==> config.mk <==
export PLATFORM = sky130hd
export DESIGN_NAME = a2g_lut_dump_ctrl_flat
export DESIGN_NICKNAME = d
export VERILOG_FILES = /design/src/rtl/a2g_lut_dump_ctrl_if.sv /design/src/rtl/a2g_lut_dump_ctrl.sv /design/src/flat_wrapper.sv
export SDC_FILE = /design/constraint.sdc
export NUM_CORES = 1
export LEC_CHECK = 0
export ABC_AREA = 0
export BUFFER_PORTS_ARGS = -buffer_cell sky130_fd_sc_hd__buf_2
export CAP_MARGIN = 20
export CORE_MARGIN = 5
export CORE_UTILIZATION = 60
export DETAILED_ROUTE_END_ITERATION = 8
export MAX_ROUTING_LAYER = met4
export PLACE_DENSITY = 0.85
export SETUP_SLACK_MARGIN = 0.2
export SYNTH_ARGS = -nofsm -noshare
export SYNTH_HDL_FRONTEND = slang
export SYNTH_SLANG_ARGS = --single-unit
==> constraint.sdc <==
create_clock -name user_clk -period 4.7 [get_ports user_clk]
set_clock_uncertainty 0.05 [all_clocks]
set_input_delay 1.175 -clock user_clk [delete_from_list [all_inputs] [get_ports user_clk]]
set_output_delay 1.175 -clock user_clk [all_outputs]
set_load 0.02 [all_outputs]
==> src/rtl/a2g_lut_dump_ctrl_if.sv <==
// -----------------------------------------------------------------------------
// a2g_lut_dump_ctrl_if
//
// Purpose: bundles the LUT BRAM read port and the outgoing valid/ready word
// stream of the LUT dump sequencer.
//
// Parameters:
//   ADDR_W      - LUT address width
//   DATA_W      - LUT word / stream data width
//
// Signals:
//   lut_rd_en   - LUT read strobe (sequencer -> BRAM)
//   lut_addr    - LUT read address (sequencer -> BRAM)
//   lut_rd_data - LUT read data, fixed latency after lut_rd_en (BRAM -> sequencer)
//   out_data    - stream data (sequencer -> sink)
//   out_valid   - stream valid (sequencer -> sink)
//   out_last    - marks the word read from the final LUT address (sequencer -> sink)
//   out_ready   - stream ready (sink -> sequencer)
//
// Modports: master = sequencer side, slave = BRAM/sink side.
// -----------------------------------------------------------------------------
interface a2g_lut_dump_ctrl_if #(
  parameter int ADDR_W = 10,
  parameter int DATA_W = 32
);
  logic              lut_rd_en;
  logic [ADDR_W-1:0] lut_addr;
  logic [DATA_W-1:0] lut_rd_data;
  logic [DATA_W-1:0] out_data;
  logic              out_valid;
  logic              out_last;
  logic              out_ready;

  modport master (
    output lut_rd_en,
    output lut_addr,
    input  lut_rd_data,
    output out_data,
    output out_valid,
    output out_last,
    input  out_ready
  );

  modport slave (
    input  lut_rd_en,
    input  lut_addr,
    output lut_rd_data,
    input  out_data,
    input  out_valid,
    input  out_last,
    output out_ready
  );
endinterface

==> src/rtl/a2g_lut_dump_ctrl.sv <==
// -----------------------------------------------------------------------------
// a2g_lut_dump_ctrl
//
// Purpose: on a rising edge of the software trigger, walks every LUT address
// in order, reads the LUT BRAM and streams each word out over a valid/ready
// handshake. Read data lands in a 4-entry FIFO; reads are only issued while
// credit remains, so backpressure can never overflow the FIFO or lose a word.
//
// Parameters:
//   ADDR_W  - LUT address width (depth = 2**ADDR_W)
//   DATA_W  - LUT / stream data width
//   RD_LAT  - fixed LUT BRAM read latency in cycles, legal range 1..3
//
// Ports:
//   user_clk      - single clock for all logic
//   user_rst      - asynchronous active-high reset
//   dump_trig     - software trigger level; a rising edge requests a dump
//   bus           - master side of a2g_lut_dump_ctrl_if (LUT port + stream)
//   sending_data  - status word: bit 0 = busy; upper bits see below
//
// Optional feature (macro A2G_LUT_DUMP_CNT_EN):
//   defined   - sending_data[31:16] counts completed dumps (wraps, cleared by
//               reset), sending_data[15:1] = 0
//   undefined - sending_data[31:1] = 0 and no counter is built
// -----------------------------------------------------------------------------
module a2g_lut_dump_ctrl #(
  parameter int ADDR_W = 10,
  parameter int DATA_W = 32,
  parameter int RD_LAT = 2
) (
  input  logic                user_clk,
  input  logic                user_rst,
  input  logic                dump_trig,
  a2g_lut_dump_ctrl_if.master bus,
  output logic [31:0]         sending_data
);

  localparam int                FIFO_DEPTH = 4;
  localparam logic [ADDR_W-1:0] LAST_ADDR  = '1;

  typedef enum logic [1:0] {
    IDLE  = 2'd0,
    RUN   = 2'd1,
    DRAIN = 2'd2
  } state_t;

  state_t state, next_state;

  logic              trig_q;
  logic              start;
  logic              busy;
  logic [ADDR_W-1:0] addr;
  logic              issue;
  logic              issue_last;

  logic [RD_LAT-1:0] tag_v;
  logic [RD_LAT-1:0] tag_l;
  logic              push;
  logic              push_last;
  logic [2:0]        inflight;

  logic [DATA_W-1:0]     fifo_data [FIFO_DEPTH];
  logic [FIFO_DEPTH-1:0] fifo_last;
  logic [1:0]            wr_ptr;
  logic [1:0]            rd_ptr;
  logic [2:0]            fifo_count;
  logic                  fifo_empty;
  logic                  pop;
  logic                  head_last;
  logic [3:0]            credit;

  // Trigger edge register; edges outside IDLE are simply dropped.
  always_ff @(posedge user_clk or posedge user_rst) begin
    if (user_rst) begin
      trig_q <= 1'b0;
    end else begin
      trig_q <= dump_trig;
    end
  end

  assign start = dump_trig && !trig_q && (state == IDLE);
  assign busy  = (state != IDLE);

  // Credit counts the popped slot of this cycle, so a read can be issued in
  // the same cycle a word leaves a full pipeline.
  assign credit = 4'd4 + {3'd0, pop} - {1'b0, fifo_count} - {1'b0, inflight};

  always_ff @(posedge user_clk or posedge user_rst) begin
    if (user_rst) begin
      state <= IDLE;
    end else begin
      state <= next_state;
    end
  end

  always_comb begin
    next_state = state;
    issue      = 1'b0;
    case (state)
      IDLE: begin
        if (start) begin
          next_state = RUN;
        end
      end
      RUN: begin
        issue = (credit != 4'd0);
        if (issue && (addr == LAST_ADDR)) begin
          next_state = DRAIN;
        end
      end
      DRAIN: begin
        if (pop && head_last) begin
          next_state = IDLE;
        end
      end
      default: next_state = IDLE;
    endcase
  end

  assign issue_last = issue && (addr == LAST_ADDR);

  always_ff @(posedge user_clk or posedge user_rst) begin
    if (user_rst) begin
      addr <= '0;
    end else if (start) begin
      addr <= '0;
    end else if (issue) begin
      addr <= addr + 1'b1;
    end
  end

  // Return-path tags ride alongside the BRAM latency; the oldest stage lines
  // up with the cycle in which lut_rd_data is valid.
  generate
    if (RD_LAT == 1) begin : g_tag_single
      always_ff @(posedge user_clk or posedge user_rst) begin
        if (user_rst) begin
          tag_v <= '0;
          tag_l <= '0;
        end else begin
          tag_v <= issue;
          tag_l <= issue_last;
        end
      end
    end else begin : g_tag_shift
      always_ff @(posedge user_clk or posedge user_rst) begin
        if (user_rst) begin
          tag_v <= '0;
          tag_l <= '0;
        end else begin
          tag_v <= {tag_v[RD_LAT-2:0], issue};
          tag_l <= {tag_l[RD_LAT-2:0], issue_last};
        end
      end
    end
  endgenerate

  assign push      = tag_v[RD_LAT-1];
  assign push_last = tag_l[RD_LAT-1];

  always_comb begin
    inflight = '0;
    for (int i = 0; i < RD_LAT; i++) begin
      inflight = inflight + {2'd0, tag_v[i]};
    end
  end

  assign fifo_empty = (fifo_count == 3'd0);
  assign pop        = !fifo_empty && bus.out_ready;
  assign head_last  = fifo_last[rd_ptr];

  always_ff @(posedge user_clk or posedge user_rst) begin
    if (user_rst) begin
      wr_ptr     <= '0;
      rd_ptr     <= '0;
      fifo_count <= '0;
    end else begin
      if (push) begin
        wr_ptr <= wr_ptr + 2'd1;
      end
      if (pop) begin
        rd_ptr <= rd_ptr + 2'd1;
      end
      fifo_count <= fifo_count + {2'd0, push} - {2'd0, pop};
    end
  end

  // Storage is not reset: empty-FIFO outputs are gated to zero below.
  always_ff @(posedge user_clk) begin
    if (push) begin
      fifo_data[wr_ptr] <= bus.lut_rd_data;
      fifo_last[wr_ptr] <= push_last;
    end
  end

  assign bus.lut_rd_en = issue;
  assign bus.lut_addr  = addr;
  assign bus.out_valid = !fifo_empty;
  assign bus.out_data  = fifo_empty ? '0 : fifo_data[rd_ptr];
  assign bus.out_last  = !fifo_empty && head_last;

`ifdef A2G_LUT_DUMP_CNT_EN
  logic [15:0] dump_cnt;

  always_ff @(posedge user_clk or posedge user_rst) begin
    if (user_rst) begin
      dump_cnt <= '0;
    end else if (pop && head_last) begin
      dump_cnt <= dump_cnt + 16'd1;
    end
  end

  assign sending_data = {dump_cnt, 15'd0, busy};
`else
  assign sending_data = {31'd0, busy};
`endif

endmodule

==> src/flat_wrapper.sv <==
// flat-port wrapper written by rule: the top's interface ports become plain ports
module a2g_lut_dump_ctrl_flat 
#(
  parameter int ADDR_W = 10,
  parameter int DATA_W = 32,
  parameter int RD_LAT = 2
)
  (user_clk, user_rst, dump_trig, sending_data, bus_lut_rd_en, bus_lut_addr, bus_lut_rd_data, bus_out_data, bus_out_valid, bus_out_last, bus_out_ready);
  a2g_lut_dump_ctrl_if #(.ADDR_W(ADDR_W), .DATA_W(DATA_W)) bus_i ();
  input  logic user_clk;
  input  logic user_rst;
  input  logic dump_trig;
  output logic [31:0] sending_data;
  output wire logic [$bits(bus_i.lut_rd_en)-1:0] bus_lut_rd_en;
  output wire logic [$bits(bus_i.lut_addr)-1:0] bus_lut_addr;
  input wire logic [$bits(bus_i.lut_rd_data)-1:0] bus_lut_rd_data;
  output wire logic [$bits(bus_i.out_data)-1:0] bus_out_data;
  output wire logic [$bits(bus_i.out_valid)-1:0] bus_out_valid;
  output wire logic [$bits(bus_i.out_last)-1:0] bus_out_last;
  input wire logic [$bits(bus_i.out_ready)-1:0] bus_out_ready;
  assign bus_lut_rd_en = bus_i.lut_rd_en;
  assign bus_lut_addr = bus_i.lut_addr;
  assign bus_i.lut_rd_data = bus_lut_rd_data;
  assign bus_out_data = bus_i.out_data;
  assign bus_out_valid = bus_i.out_valid;
  assign bus_out_last = bus_i.out_last;
  assign bus_i.out_ready = bus_out_ready;
  a2g_lut_dump_ctrl #(.ADDR_W(ADDR_W), .DATA_W(DATA_W), .RD_LAT(RD_LAT)) u_core (.user_clk(user_clk), .user_rst(user_rst), .dump_trig(dump_trig), .bus(bus_i), .sending_data(sending_data));
endmodule
== Word-level counts from Yosys, hierarchy flattened ==
Memories as Yosys holds them, arrays and structs flattened.
Index checks and enable logic that the tools add are counted.

* Input port bits: 36
* Bits in read-only memories: 0
* Memories: 1
* Output and inout port bits: 77
* Latch bits: 0
* Memory bits (writable): 128
* Bits in registers: 28

{| class="wikitable"
|+ Memories
! name !! words !! width !! rd ports !! clocked after Yosys merged registers in !! write ports !! RTL line !! RTL
|-
| u_core.fifo_data || 4 || 32 || 1 || 0 || 1 || a2g_lut_dump_ctrl.sv:62 || <nowiki>logic [DATA_W-1:0] fifo_data [FIFO_DEPTH];</nowiki>
|}

* Eq/ne operators: 6
* Multiply operators: 0
* Multiplexer cells: 15
* Reductions and logical operators: 16
* Order comparisons: 3
* Add/subtract/negate cells: 9
* Shift-type cells: 0
* Div/mod/pow operators: 0
* Bitwise gates (word level): 0

{| class="wikitable"
|+ Operators by type and width
! kind !! count
|-
| $mux W32 || 1
|-
| $mux W10 || 2
|-
| $add A10 B1 Y10 const B || 1
|-
| $eq A10 B10 Y1 const B || 1
|-
| $logic_and A1 B1 Y1 || 8
|-
| $lt A2 B3 Y1 const B || 2
|-
| $mux W2 || 3
|-
| $ne A2 B1 Y1 const B || 3
|-
| $pmux W2 S3 || 1
|-
| $mux W1 || 5
|-
| $add A2 B1 Y2 const B || 2
|-
| $add A3 B1 Y4 const A || 1
|-
| $bwmux W4 || 1
|-
| $reduce_bool A2 Y1 || 2
|-
| $reduce_bool A4 Y1 || 1
|-
| $sub A4 B2 Y4 || 1
|-
| $sub A4 B3 Y4 || 1
|-
| $add A3 B1 Y3 || 1
|-
| $logic_not A3 Y1 || 1
|-
| $reduce_and A3 Y1 || 1
|-
| $sub A3 B1 Y3 || 1
|-
| $add A1 B1 Y2 || 1
|-
| $bmux W1 S2 || 1
|-
| $demux W1 S2 || 1
|-
| 5 further kinds || 6
|}

== Logic depth before layout (Yosys ltp) ==
* Word-level depth: 10
* Depth in mapped cells: 12
* Mapped depth without buffers: 11

== Worst setup path before layout ==
OpenSTA, ideal clock, no wires.

* Kind: input -> output
* Start: in bus_out_ready
* End: out bus_lut_rd_en
* Slack: 0.685 ns
* Cell stages on the path: 8
* Data arrival time: 2.790 ns
* Cells stage by stage: nand2_1 > fa_1 > inv_1 > ha_1 > fa_1 > nand4bb_1 > nand2_1 > inv_1

* Word-level cells in the longest chain between the ends: 6

{| class="wikitable"
|+ Ends and longest elaborated chain
! item !! RTL line !! RTL
|-
| start, declared || flat_wrapper.sv:20 || <nowiki>input wire logic [$bits(bus_i.out_ready)-1:0] bus_out_ready;</nowiki>
|-
| $logic_and A1 B1 Y1 || a2g_lut_dump_ctrl.sv:169 || <nowiki>assign pop = !fifo_empty && bus.out_ready;</nowiki>
|-
| $add A3 B1 Y4 || a2g_lut_dump_ctrl.sv:86 || <nowiki>assign credit = 4'd4 + {3'd0, pop} - {1'b0, fifo_count} - {1'b0, inflight};</nowiki>
|-
| $sub A4 B3 Y4 || a2g_lut_dump_ctrl.sv:86 ||
|-
| $sub A4 B2 Y4 || a2g_lut_dump_ctrl.sv:86 ||
|-
| $reduce_bool A4 Y1 || a2g_lut_dump_ctrl.sv:106 || <nowiki>issue = (credit != 4'd0);</nowiki>
|-
| $mux W1 || a2g_lut_dump_ctrl.sv:99 || <nowiki>case (state)</nowiki>
|-
| end, declared || flat_wrapper.sv:14 || <nowiki>output wire logic [$bits(bus_i.lut_rd_en)-1:0] bus_lut_rd_en;</nowiki>
|}

No other way between the ends.

== Worst setup path after layout ==
Same ends and word-level chain as after synthesis.

==> qor_table.md <==
| Group | Quantity | Reported |
|---|---|---|
| status | Status | complete, no violations |
| synthesis | Synthesized area | 0.00649 sq mm |
| power and ir drop | Sequential Power Share | 41.7% |
| timing | Total negative slack | 0 ps |
| clock network | Post-CTS Repair Setup Buffers | 0 |
| final layout | Number of nets at the end of the flow | 500 |
| run | MaxCap Viol Count | 0 |
| setup path | CP bufs+invs | 4 |
| floorplan | Number of core rows | 38 |
| timing | RSZ-0062 raised after global routing | false |
| floorplan | Number of ports placed on the die boundary | 113 |
| global route | Largest net degree at the start of global routing | 35 |
| final layout | Ratio of cells with drive above 1 in the final layout | 34.3% |
| floorplan | Core footprint | 0.0107 sq mm |
| timing | Transition time at the pin with the least slew margin | 932 ps |
| power and ir drop | Net Sw Frac | 34.5% |
| routing | Routed via count | 3,175 |
| timing | Time the worst path needs with I/O delays and setup | 4300 ps |
| global route | Global-route met2 utilization | 31.5% |
| setup path | Critical path's top delay family | adder cells |
| setup path | Cells traversed along the worst timing path | buf_2 > nand2_2 > fa_1 > inv_1 > ha_1 > fa_1 > nand4bb_1 > nand2_2 > inv_1 > buf_2 |
| synthesis | Number of warnings reported in the yosys synthesis log | 0 |
| final layout | Final-layout fill cell count | 719 |
| global route | Busiest metal layer after global routing | met2 |
| synthesis | Flip-flop and latch count after synthesis | 156 |
| timing | Slew Limit Headroom | 37.8% |
| synthesis | Avg Cell Area, Syn | 17.9 sq um |
| synthesis | Sequential share of the synthesized area | 70.3% |
| clock network | Number of buffers created by CTS | 17 |
| global route | Global-route congestion overflow total | 0 |
| power and ir drop | Power density cells | 745 mW/mm^2 |
| power and ir drop | Leakage dissipation | 2.86 nW |
| power and ir drop | Switching Power | 1.92 mW |
| final layout | Area taken by flip-flops and latches | 0.00457 sq mm |
| routing | Total Wirelength | 11,300 microns |
| global route | Routing usage on met3 | 5.73% |
| clock network | Level count of the clock H-tree | 4 |
| setup path | Data arrival time at the worst-slack endpoint | 3080 ps |
| setup path | Required time at the endpoint of the critical path | 3470 ps |
| global route | Global-route wire length before repair | 17,800 microns |
| clock network | Clk buf depth | 2 |
| setup path | Worst Setup End Kind | primary output |
| routing | Initial detailed-routing violation count | 184 |
| global route | Number of global-route vias before repair | 3,324 |
| timing | Count of final max-slew check failures | 0 |
| setup path | Critical-path maximum fanout | 6 |
| final layout | Area of the multi-input gates | 0.00169 sq mm |
| final layout | Area overhead of the layout relative to synthesis | 15.0% |
| setup path | Crit path largest cell delay | 450 ps |
| floorplan | Die height | 114 microns |
| global route | GRT met1 Usage | 23.5% |
| setup path | Kind of critical path | primary input to primary output |
| setup path | Worst reg-to-reg setup slack | 1690 ps |
| timing | Fin. Hold Viols | 0 |
| global route | Total routing usage reported by global routing | 19.1% |
| synthesis | Count of different cell masters after synthesis | 38 |
| clock network | CTS tree | built |
| clock network | Clock slew at reported path FFs | 60 ps |
| power and ir drop | Share of power burned in the clock network | 22.5% |
| global route | Number of antenna violations at the first check in global routing | 0 |
| final layout | Area of all placed cells without fillers | 0.00746 sq mm |
| place | GPL Wtd Cong | 0.862 |
| timing | Period utilization | 91.5% |
| routing | DR pass1 iterations | 5 |
| floorplan | Width of the chip | 114 microns |
| clock network | CTS sink cnt | 156 |
| clock network | Hold-fix buffer count after cts | 0 |
| power and ir drop | Logic gate share of total power | 35.8% |
| power and ir drop | Internal power component | 3.64 mW |
| worst hold path | Min-Delay Path Class | flop to flop |
| timing | Final setup violation count | 0 |
| synthesis | Cells after synthesis | 362 |
| routing | Number of remaining DRC errors | 0 |
| timing | Final-layout worst hold slack | 306 ps |
| routing | Number of routed nets with antenna violations | 0 |
| place | Half-perimeter wire length of the detailed placement result | 7100 microns |
| place | Count of port buffers added during placement | 81 |
| place | Total placed instance area | 0.00691 sq mm |
| routing | Per-cell via count in the routed design | 5.26 |
| clock network | Number of gates resized after cts | 0 |
| final layout | Number of standard cells in the final layout excluding fillers | 604 |
| clock network | Insertion delay to the later sink of the worst-skew pair | 520 ps |
| setup path | Critical path's slowest cell | fa_1 |
| timing | Timing-limited maximum frequency | 233 MHz |
| setup path | Critical Path Source Type | primary input |
| floorplan | Initial Utilization | 60.7% |
| clock network | Root buffer cell | clkbuf_8 |
| place | Inst Count DP | 572 |
| routing | Routed len/inst | 18.7 microns |
| floorplan | Die Outline Area | 0.0130 sq mm |
| power and ir drop | Largest voltage drop on the vdd net | 0.486 mV |
| final layout | Diode count | 0 |
-- placed cells by master, fill, tap and decap left out, drive strengths merged --
cell      synthesis  final
edfxtp          132    132
buf              38     84
and2             37     37
mux4             33     33
conb              1     31
dfrtp            24     24
clkbuf            6     19
inv              15     16
nand2            13     13
ha               10     10
nand3             9      9
xnor2             7      7
clkinv            0      6
nor2              4      4
clkinvlp          0      4
nor3              4      4
o21ai             3      3
mux2i             3      3
fa                3      3
a21oi             2      2
xor2              2      2
nand2b            2      2
bufinv            0      2
and3              2      2
and4bb            1      1
a211oi            1      1
nand4bb           1      1
nor2b             1      1
or2               1      1
nand3b            1      1
nor3b             1      1
nor4              1      1
or3               1      1
o31ai             1      1
or4               1      1
a31o              1      1
-- final timing paths --
check | start | to | cells past startpoint
max in group asynchronous | user_rst | u_core.rd_ptr[0]$_DFFE_PP0P_ | 2
worst min-delay path | u_core.tag_l[0]$_DFF_PP0_ | u_core.tag_l[1]$_DFF_PP0_ | 0
worst max register to register | u_core.fifo_count[1]$_DFF_PP0_ | u_core.bus.lut_addr[9]$_DFFE_PP0P_ | 10
min in group asynchronous | user_rst | u_core.tag_v[0]$_DFF_PP0_ | 2
worst min register to register | u_core.tag_l[0]$_DFF_PP0_ | u_core.tag_l[1]$_DFF_PP0_ | 0
worst max-delay path | bus_out_ready | bus_lut_rd_en | 10
-- synthesized netlist by cell type, drive strengths merged --
| master | instances | area share [%] |
|---|---|---|
| nand2 | 13 | 0.75 |
| nand3b | 1 | 0.12 |
| buf | 38 | 4.3 |
| or3 | 1 | 0.096 |
| mux2i | 3 | 0.46 |
| nor2b | 1 | 0.096 |
| nand2b | 2 | 0.19 |
| xor2 | 2 | 0.27 |
| nor3b | 1 | 0.12 |
| inv | 15 | 0.87 |
| xnor2 | 7 | 0.94 |
| and2 | 37 | 3.6 |
| a21oi | 2 | 0.15 |
| clkbuf | 6 | 0.35 |
| a31o | 1 | 0.13 |
| a211oi | 1 | 0.12 |
| nand4bb | 1 | 0.17 |
| mux4 | 33 | 11 |
| conb | 1 | 0.058 |
| nor3 | 4 | 0.39 |
| ha | 10 | 1.9 |
| nand3 | 9 | 0.89 |
| fa | 3 | 0.93 |
| or2 | 1 | 0.096 |
| o31ai | 1 | 0.12 |
| and4bb | 1 | 0.19 |
| nor4 | 1 | 0.096 |
| and3 | 2 | 0.27 |
| nor2 | 4 | 0.23 |
| o21ai | 3 | 0.23 |
| or4 | 1 | 0.12 |
| edfxtp | 132 | 61 |
| dfrtp | 24 | 9.3 |
-- state kept, by name (all words and copies together) (netlist names) --
register	flops
u_core.bus.lut_addr	10
u_core.tag_l	2
u_core.wr_ptr	2
u_core.fifo_count	3
u_core.fifo_last	4
u_core.trig_q	1
u_core.rd_ptr	2
u_core.fifo_data	128
u_core.state	2
u_core.tag_v	2
-- stage by stage --
step / util [%] / setup slack (ps) / power, mW
5_1_grt: 69.8 / 232 / 5.87
4_1_cts: 69.7 / 310 / 5.62
6_report: 69.8 / 399 / 5.56
3_5_place_dp: 64.6 / 321 / 4.36
2_1_floorplan: - / 685 / 3.73
3_3_place_gp: 64.6 / 421 / 4.29
-- power groups by stage --
stage | sequential, mW | clock, mW | combinational [mW]
detailed placement | 2.35 | 0 | 2.01
global placement | 2.31 | 0 | 1.97
finish | 2.32 | 1.25 | 1.99
CTS | 2.33 | 1.27 | 2.02
global route | 2.38 | 1.34 | 2.16
floorplan | 2.22 | 0 | 1.51
-- metal layers --
layer | share of wire [%] | vias to the layer above
met2 | 53 | 100
met4 | 0.47 | 0
met1 | 40 | 1593
met3 | 6.3 | 7
li1 | - | 1475
met5 | 0 | -
-- cell type report --
| class | count | share of cell area [%] |
|---|---|---|
| Sequential cell | 156 | 61.2 |
| Multi-Input combinational cell | 177 | 22.7 |
| Timing Repair Buffer | 84 | 5.73 |
| Clock buffer | 19 | 5.65 |
| Tap cell | 140 | 2.35 |
| Clock inverter | 13 | 1.68 |
| Inverter | 15 | 0.754 |
-- cell families (layout without fill, tap and decap cells) --
kind of cell / after synthesis / in the layout / share of synthesized area, %
adder cells (fa/ha/maj): 13 / 13 / 2.85
buffers and inverters: 59 / 131 / 5.49
AO/OA/AOI/OAI: 8 / 8 / 0.752
flip-flops: 156 / 156 / 70.3
multiplexers: 36 / 36 / 11.9
other: 1 / 31 / 0.0578
XOR/XNOR: 9 / 9 / 1.21
AND/OR/NAND/NOR: 80 / 80 / 7.38
(Power assumes the default switching activity.)
